[config.mk]
export PLATFORM = sky130hd
export DESIGN_NAME = pwm_fade_ctrl
export DESIGN_NICKNAME = d
export VERILOG_FILES = /design/src/rtl/pwm_pkg.sv /design/src/rtl/pwm_frame_timer.sv /design/src/rtl/pwm_fade_ctrl.sv
export SDC_FILE = /design/constraint.sdc
export NUM_CORES = 1
export LEC_CHECK = 0
export ABC_AREA = 1
export BUFFER_PORTS_ARGS = -buffer_cell sky130_fd_sc_hd__buf_2
export CAP_MARGIN = 10
export CORE_MARGIN = 2
export CORE_UTILIZATION = 45
export DETAILED_ROUTE_END_ITERATION = 8
export PLACE_DENSITY = 0.66
export SYNTH_ARGS = -nofsm -noshare
export SYNTH_HDL_FRONTEND = slang
export SYNTH_SLANG_ARGS = --single-unit
[constraint.sdc]
create_clock -name clk -period 8.5 [get_ports clk]
set_input_delay 1.275 -clock clk [delete_from_list [all_inputs] [get_ports clk]]
set_output_delay 1.275 -clock clk [all_outputs]
set_load 0.03 [all_outputs]
[src/rtl/pwm_pkg.sv]
// pwm_pkg: shared widths and controller state encoding for the PWM fade path
package pwm_pkg;
  localparam int DUTY_W_DEF = 8;
  localparam int HOLD_W_DEF = 8;
  typedef enum logic {IDLE = 1'b0, RAMP = 1'b1} state_t;
endpackage

[src/rtl/pwm_frame_timer.sv]
// pwm_frame_timer: free-running PWM frame counter with last-clock-of-frame tick
module pwm_frame_timer #(
  parameter int W = 8
) (
  input  logic clk,
  input  logic rst_n,
  output logic frame_tick
);
  logic [W-1:0] frame_cnt;
  // count every clock and wrap naturally at the top of the frame
  always_ff @(posedge clk or negedge rst_n)
    if (!rst_n) frame_cnt <= '0;
    else frame_cnt <= frame_cnt + W'(1);
  assign frame_tick = &frame_cnt;
endmodule

[src/rtl/pwm_fade_ctrl.sv]
// pwm_fade_ctrl: ramps the PWM duty toward a commanded target at frame boundaries
module pwm_fade_ctrl
  import pwm_pkg::*;
#(
  parameter int DUTY_W = DUTY_W_DEF,
  parameter int HOLD_W = HOLD_W_DEF
) (
  input  logic              clk,
  input  logic              rst_n,
  input  logic              cmd_valid,
  output logic              cmd_ready,
  input  logic [DUTY_W-1:0] cmd_target,
  input  logic [DUTY_W-1:0] cmd_step,
  input  logic [HOLD_W-1:0] cmd_hold,
  input  logic              abort,
  output logic [DUTY_W-1:0] duty,
  output logic              frame_tick,
  output logic              busy,
  output logic              done
);
  state_t state, state_n;
  logic [DUTY_W-1:0] tgt, tgt_n, step_r, step_n, duty_n, diff;
  logic [HOLD_W-1:0] hold_r, hold_n, hcnt, hcnt_n;
  logic done_n, up;
  pwm_frame_timer #(.W(DUTY_W)) u_timer (
    .clk(clk),
    .rst_n(rst_n),
    .frame_tick(frame_tick)
  );
  assign cmd_ready = state == IDLE;
  assign busy = state == RAMP;
  assign up = tgt > duty;
  assign diff = up ? tgt - duty : duty - tgt;
  // next-state: latch commands in IDLE, step or abort in RAMP; a final step lands exactly on target
  always_comb begin
    state_n = state;
    tgt_n = tgt;
    step_n = step_r;
    hold_n = hold_r;
    hcnt_n = hcnt;
    duty_n = duty;
    done_n = 1'b0;
    if (state == IDLE) begin
      if (cmd_valid) begin
        tgt_n = cmd_target;
        step_n = cmd_step == '0 ? DUTY_W'(1) : cmd_step;
        hold_n = cmd_hold == '0 ? HOLD_W'(1) : cmd_hold;
        hcnt_n = hold_n;
        done_n = cmd_target == duty;
        state_n = cmd_target == duty ? IDLE : RAMP;
      end
    end else if (abort) begin
      state_n = IDLE;
    end else if (frame_tick) begin
      if (hcnt > HOLD_W'(1)) begin
        hcnt_n = hcnt - HOLD_W'(1);
      end else begin
        hcnt_n = hold_r;
        duty_n = diff <= step_r ? tgt : (up ? duty + step_r : duty - step_r);
        done_n = diff <= step_r;
        state_n = diff <= step_r ? IDLE : RAMP;
      end
    end
  end
  // state and datapath registers; reset forces duty to 0 immediately
  always_ff @(posedge clk or negedge rst_n)
    if (!rst_n) begin
      state <= IDLE;
      tgt <= '0;
      step_r <= DUTY_W'(1);
      hold_r <= HOLD_W'(1);
      hcnt <= HOLD_W'(1);
      duty <= '0;
      done <= 1'b0;
    end else begin
      state <= state_n;
      tgt <= tgt_n;
      step_r <= step_n;
      hold_r <= hold_n;
      hcnt <= hcnt_n;
      duty <= duty_n;
      done <= done_n;
    end
endmodule

==> summary.md <==
| Metric | Value |
|---|---|
| FF+latch area | around 1300 um2 |
| Post-layout min period | ~3700 ps |
| Int Power | about 0.00057 W |
| Vias per cell | roughly 5 |
| All-Layer GR Usage | 0.211 |
| Headroom to the max-slew limit | 0.549 |
| Worst Hold Class | reg -> reg |
| Count of flip-flops with a built-in enable after synthesis | 0 |
| CTS HTree Levels | 2 |
| Worst reg-to-reg path cell count | 23 |
| WL/cell | roughly 14 um |
| Outcome | complete, no violations |
| Crit Reg-Reg Endpoint | duty[6] |
| Multi-input logic area | approximately 2200 um2 |
| Hold EP | u_timer.frame_cnt[0] |
| Die Y | about 97 um |
| Routed Antenna Nets | 0 |
| Gate power share | 0.514 |
| Clock Path Buffers | 2 |
| Remaining Overflow, GRT | 0 |
| Asr flop ratio synth | 1.00 |
| Remaining DRCs | 0 |
| Static Leak | 2.28 nW |
| Part of the power in registers | 0.309 |
| CP max stage cell | dfrtp_1 |
| Clock power frac | 0.177 |
| Util after Layout | 0.516 |
| Gate Count Post-Synth | around 540 |
| Crit path max fanout | 14 |
| RSZ-0062 raised after global routing | false |
| Maxcap violations | 0 |
| Synth unique cells | 37 |
| Synth Flop Type | dfrtp_1 |
| First-pass iteration count of the detailed router | 4 |
| Worst-path clk slew | ~100 ps |
| Worst VDD drop | between 0.0001 and 0.00015 V |
| Synth-to-Final Area Change | 10.3% |
| Biggest area consumer among synthesized cells | dfrtp_1 |
| Switching power share of the total | 0.441 |
| Pwr dens | 237 nW/um2 |
| Worst Path Required | between 8000 and 9000 ps |
| Netlist Area Pre-Place | roughly 3900 um2 |
| Initial core utilization | 0.468 |
| Yosys warnings | 0 |
| Synth cell count leaders | 143 x nand2_1, 91 x inv_1, 47 x dfrtp_1, 47 x o21ai_0, 35 x nor2_1 |
| Initial antenna violation count | 0 |
| Syn_nets | 609 |
| Max-slew violations | 0 |
| Setup violators final | 0 |
| Cell Rows | 33 |
| Reg2Reg Setup Slack | around 4800 ps |
| Root Buffer | clkbuf_8 |
| Crit Reg-Reg Startpoint | duty[1] |
| Worst path max stage delay | 550 ps |
| GPL Wtd Cong | around 0.93 |
| Clock sink total | 50 |
| Yosys top cell area share | 0.303 |
| Critical Path AT | ~4000 ps |
| Layout Nets | ~650 |
| Seq/Total Area, Yosys | 0.323 |
| Routed Wire Length | approximately 9.4 mm |
| Worst Hold Depth | 1 |
| Fmax | around 0.27 GHz |
| Hold_sp | u_timer.frame_cnt[0] |
| Cell chain of the critical path | inv_1, fa_1, nand3_1, nand2_1, nand2_2, nand2_4, nand2_4, inv_2, nand2_1, a21oi_1, nor2_1, inv_1, ha_1, nand2_1, inv_1, nor2_1, o21a_1, nand2_1, nand2_1, inv_1, nand2_1, nand3_1, o21ai_0 |
| Worst setup path category | reg -> reg |
| Syn_area_per_cell | 7.14 um2 |
| Global-route wire length before repair | between 15 and 20 mm |
| Kind of end point of the critical path | flip-flop |
| Vias in the first global route | 3576 |
| I/O pin count | 40 |
| Via count | between 3000 and 4000 |
| P_sw | approximately 0.00045 W |
| Die width | around 97 um |
| Clk_lat worst skew | between 300 and 400 ps |
| CP Launch Type | flip-flop |
| Top-count cell post-synth | nand2_1 |
| CTS tree | yes |
| TNS Setup | 0 ps |
| Largest net degree at the start of global routing | approximately 50 |
| Top delay family on crit path | simple AND/OR/NAND/NOR gates |
| Final worst-path cycle share | 0.440 |
| FILL cells | 810 |
| CP Buf/Inv Count | 5 |
| CTS hold repair buffers | 0 |
| Die area | 9390 um2 |
| Worst Tran Pin Value | 676 ps |
| Synth top area cells | dfrtp_1 30%, nand2_1 14%, ha_1 11% |
| Share of layout cells above drive strength 1 | 0.122 |
| # diodes | 0 |
| Starting DRT DRC Count | roughly 180 |
| Core area | 8300 um2 |
| #FFs+latches synth | 50 |
| Post-CTS Setup Repair Bufs | 0 |
| Clk_skew | roughly 7.6 ps |
| Detailed Place HPWL | around 7.3 mm |
| Port Buffers | 39 |
| CTS resizes | 0 |
| Num CTS Buffers | 5 |
| CP dominant cell by count | nand2_1 |
| Final hold violation count | 0 |
==> power by group through the flow <==
stage | sequential, W | combinational (W) | clock (W)
after CTS | 0.000313 | 0.000517 | 0.000185
final | 0.000314 | 0.000521 | 0.000180
after floorplan | 0.000308 | 0.000405 | 0
after global routing | 0.000319 | 0.000601 | 0.000193
after global placement | 0.000317 | 0.000504 | 0
after detailed placement | 0.000318 | 0.000510 | 0
==> per-layer routing <==
layer  wire, um  vias to the layer above  global-route usage
met3        332                        9              0.0238
met5          0                        -                   0
met1       4550                     1640               0.285
li1           -                     1797                   -
met4        129                        0              0.0553
met2       4420                       60               0.361
==> sequential cells by signal, indices dropped and copies added (netlist names) <==
register and flops:
step_r 8, hcnt 8, tgt 8, busy 1, done 1, u_timer.frame_cnt 8, duty 8, hold_r 8
==> per-stage QoR <==
step	hold slack, ps	total power, W	instance area, um2	setup slack, ps	cells
floorplan	422	0.000713	3880	5270	544
global placement	440	0.000821	4170	4980	679
detailed placement	447	0.000829	4170	4880	679
CTS	461	0.00102	4280	4810	687
global route	492	0.00111	4280	4370	687
finish	454	0.00101	4280	4760	687
==> cell families after synthesis <==
| family | synth area share |
|---|---|
| AO/OA/AOI/OAI | 0.132 |
| AND/OR/NAND/NOR | 0.255 |
| XOR/XNOR | 0.0541 |
| buffers and inverters | 0.110 |
| flip-flops | 0.323 |
| adder cells (fa/ha/maj) | 0.125 |
==> layout by cell type, fill, tap and decap left out, drive strengths merged, types with 4 or more instances in the layout <==
cell type and instances:
o21ai 50, nor3 4, o22ai 4, xnor2 4, nand4 11, buf 41
a21oi 25, ha 34, xor2 20, nor2 37, nand2 150, inv 97
dfrtp 47, o211ai 7, clkbuf 7, nand3 27
==> layout make-up <==
type / count / share of cell area
well taps: 105 / 0.0307
inverters: 98 / 0.0859
clock buffers: 7 / 0.0202
repair buffers: 41 / 0.0491
multi-input cells: 385 / 0.514
flip-flops and latches: 50 / 0.293
clock inverters: 1 / 0.00701
==> how the worst max path moves through the flow <==
stage                    to  slack, ps    start  cells past startpoint
global placement       done       4980  duty[4]                     24
finish              duty[6]       4760  duty[1]                     23
detailed placement  duty[6]       4880  duty[1]                     22
floorplan           duty[0]       5270  duty[1]                     23
global route        duty[6]       4370  duty[1]                     23
CTS                 duty[6]       4810  duty[1]                     23
(Power assumes the default switching activity.)
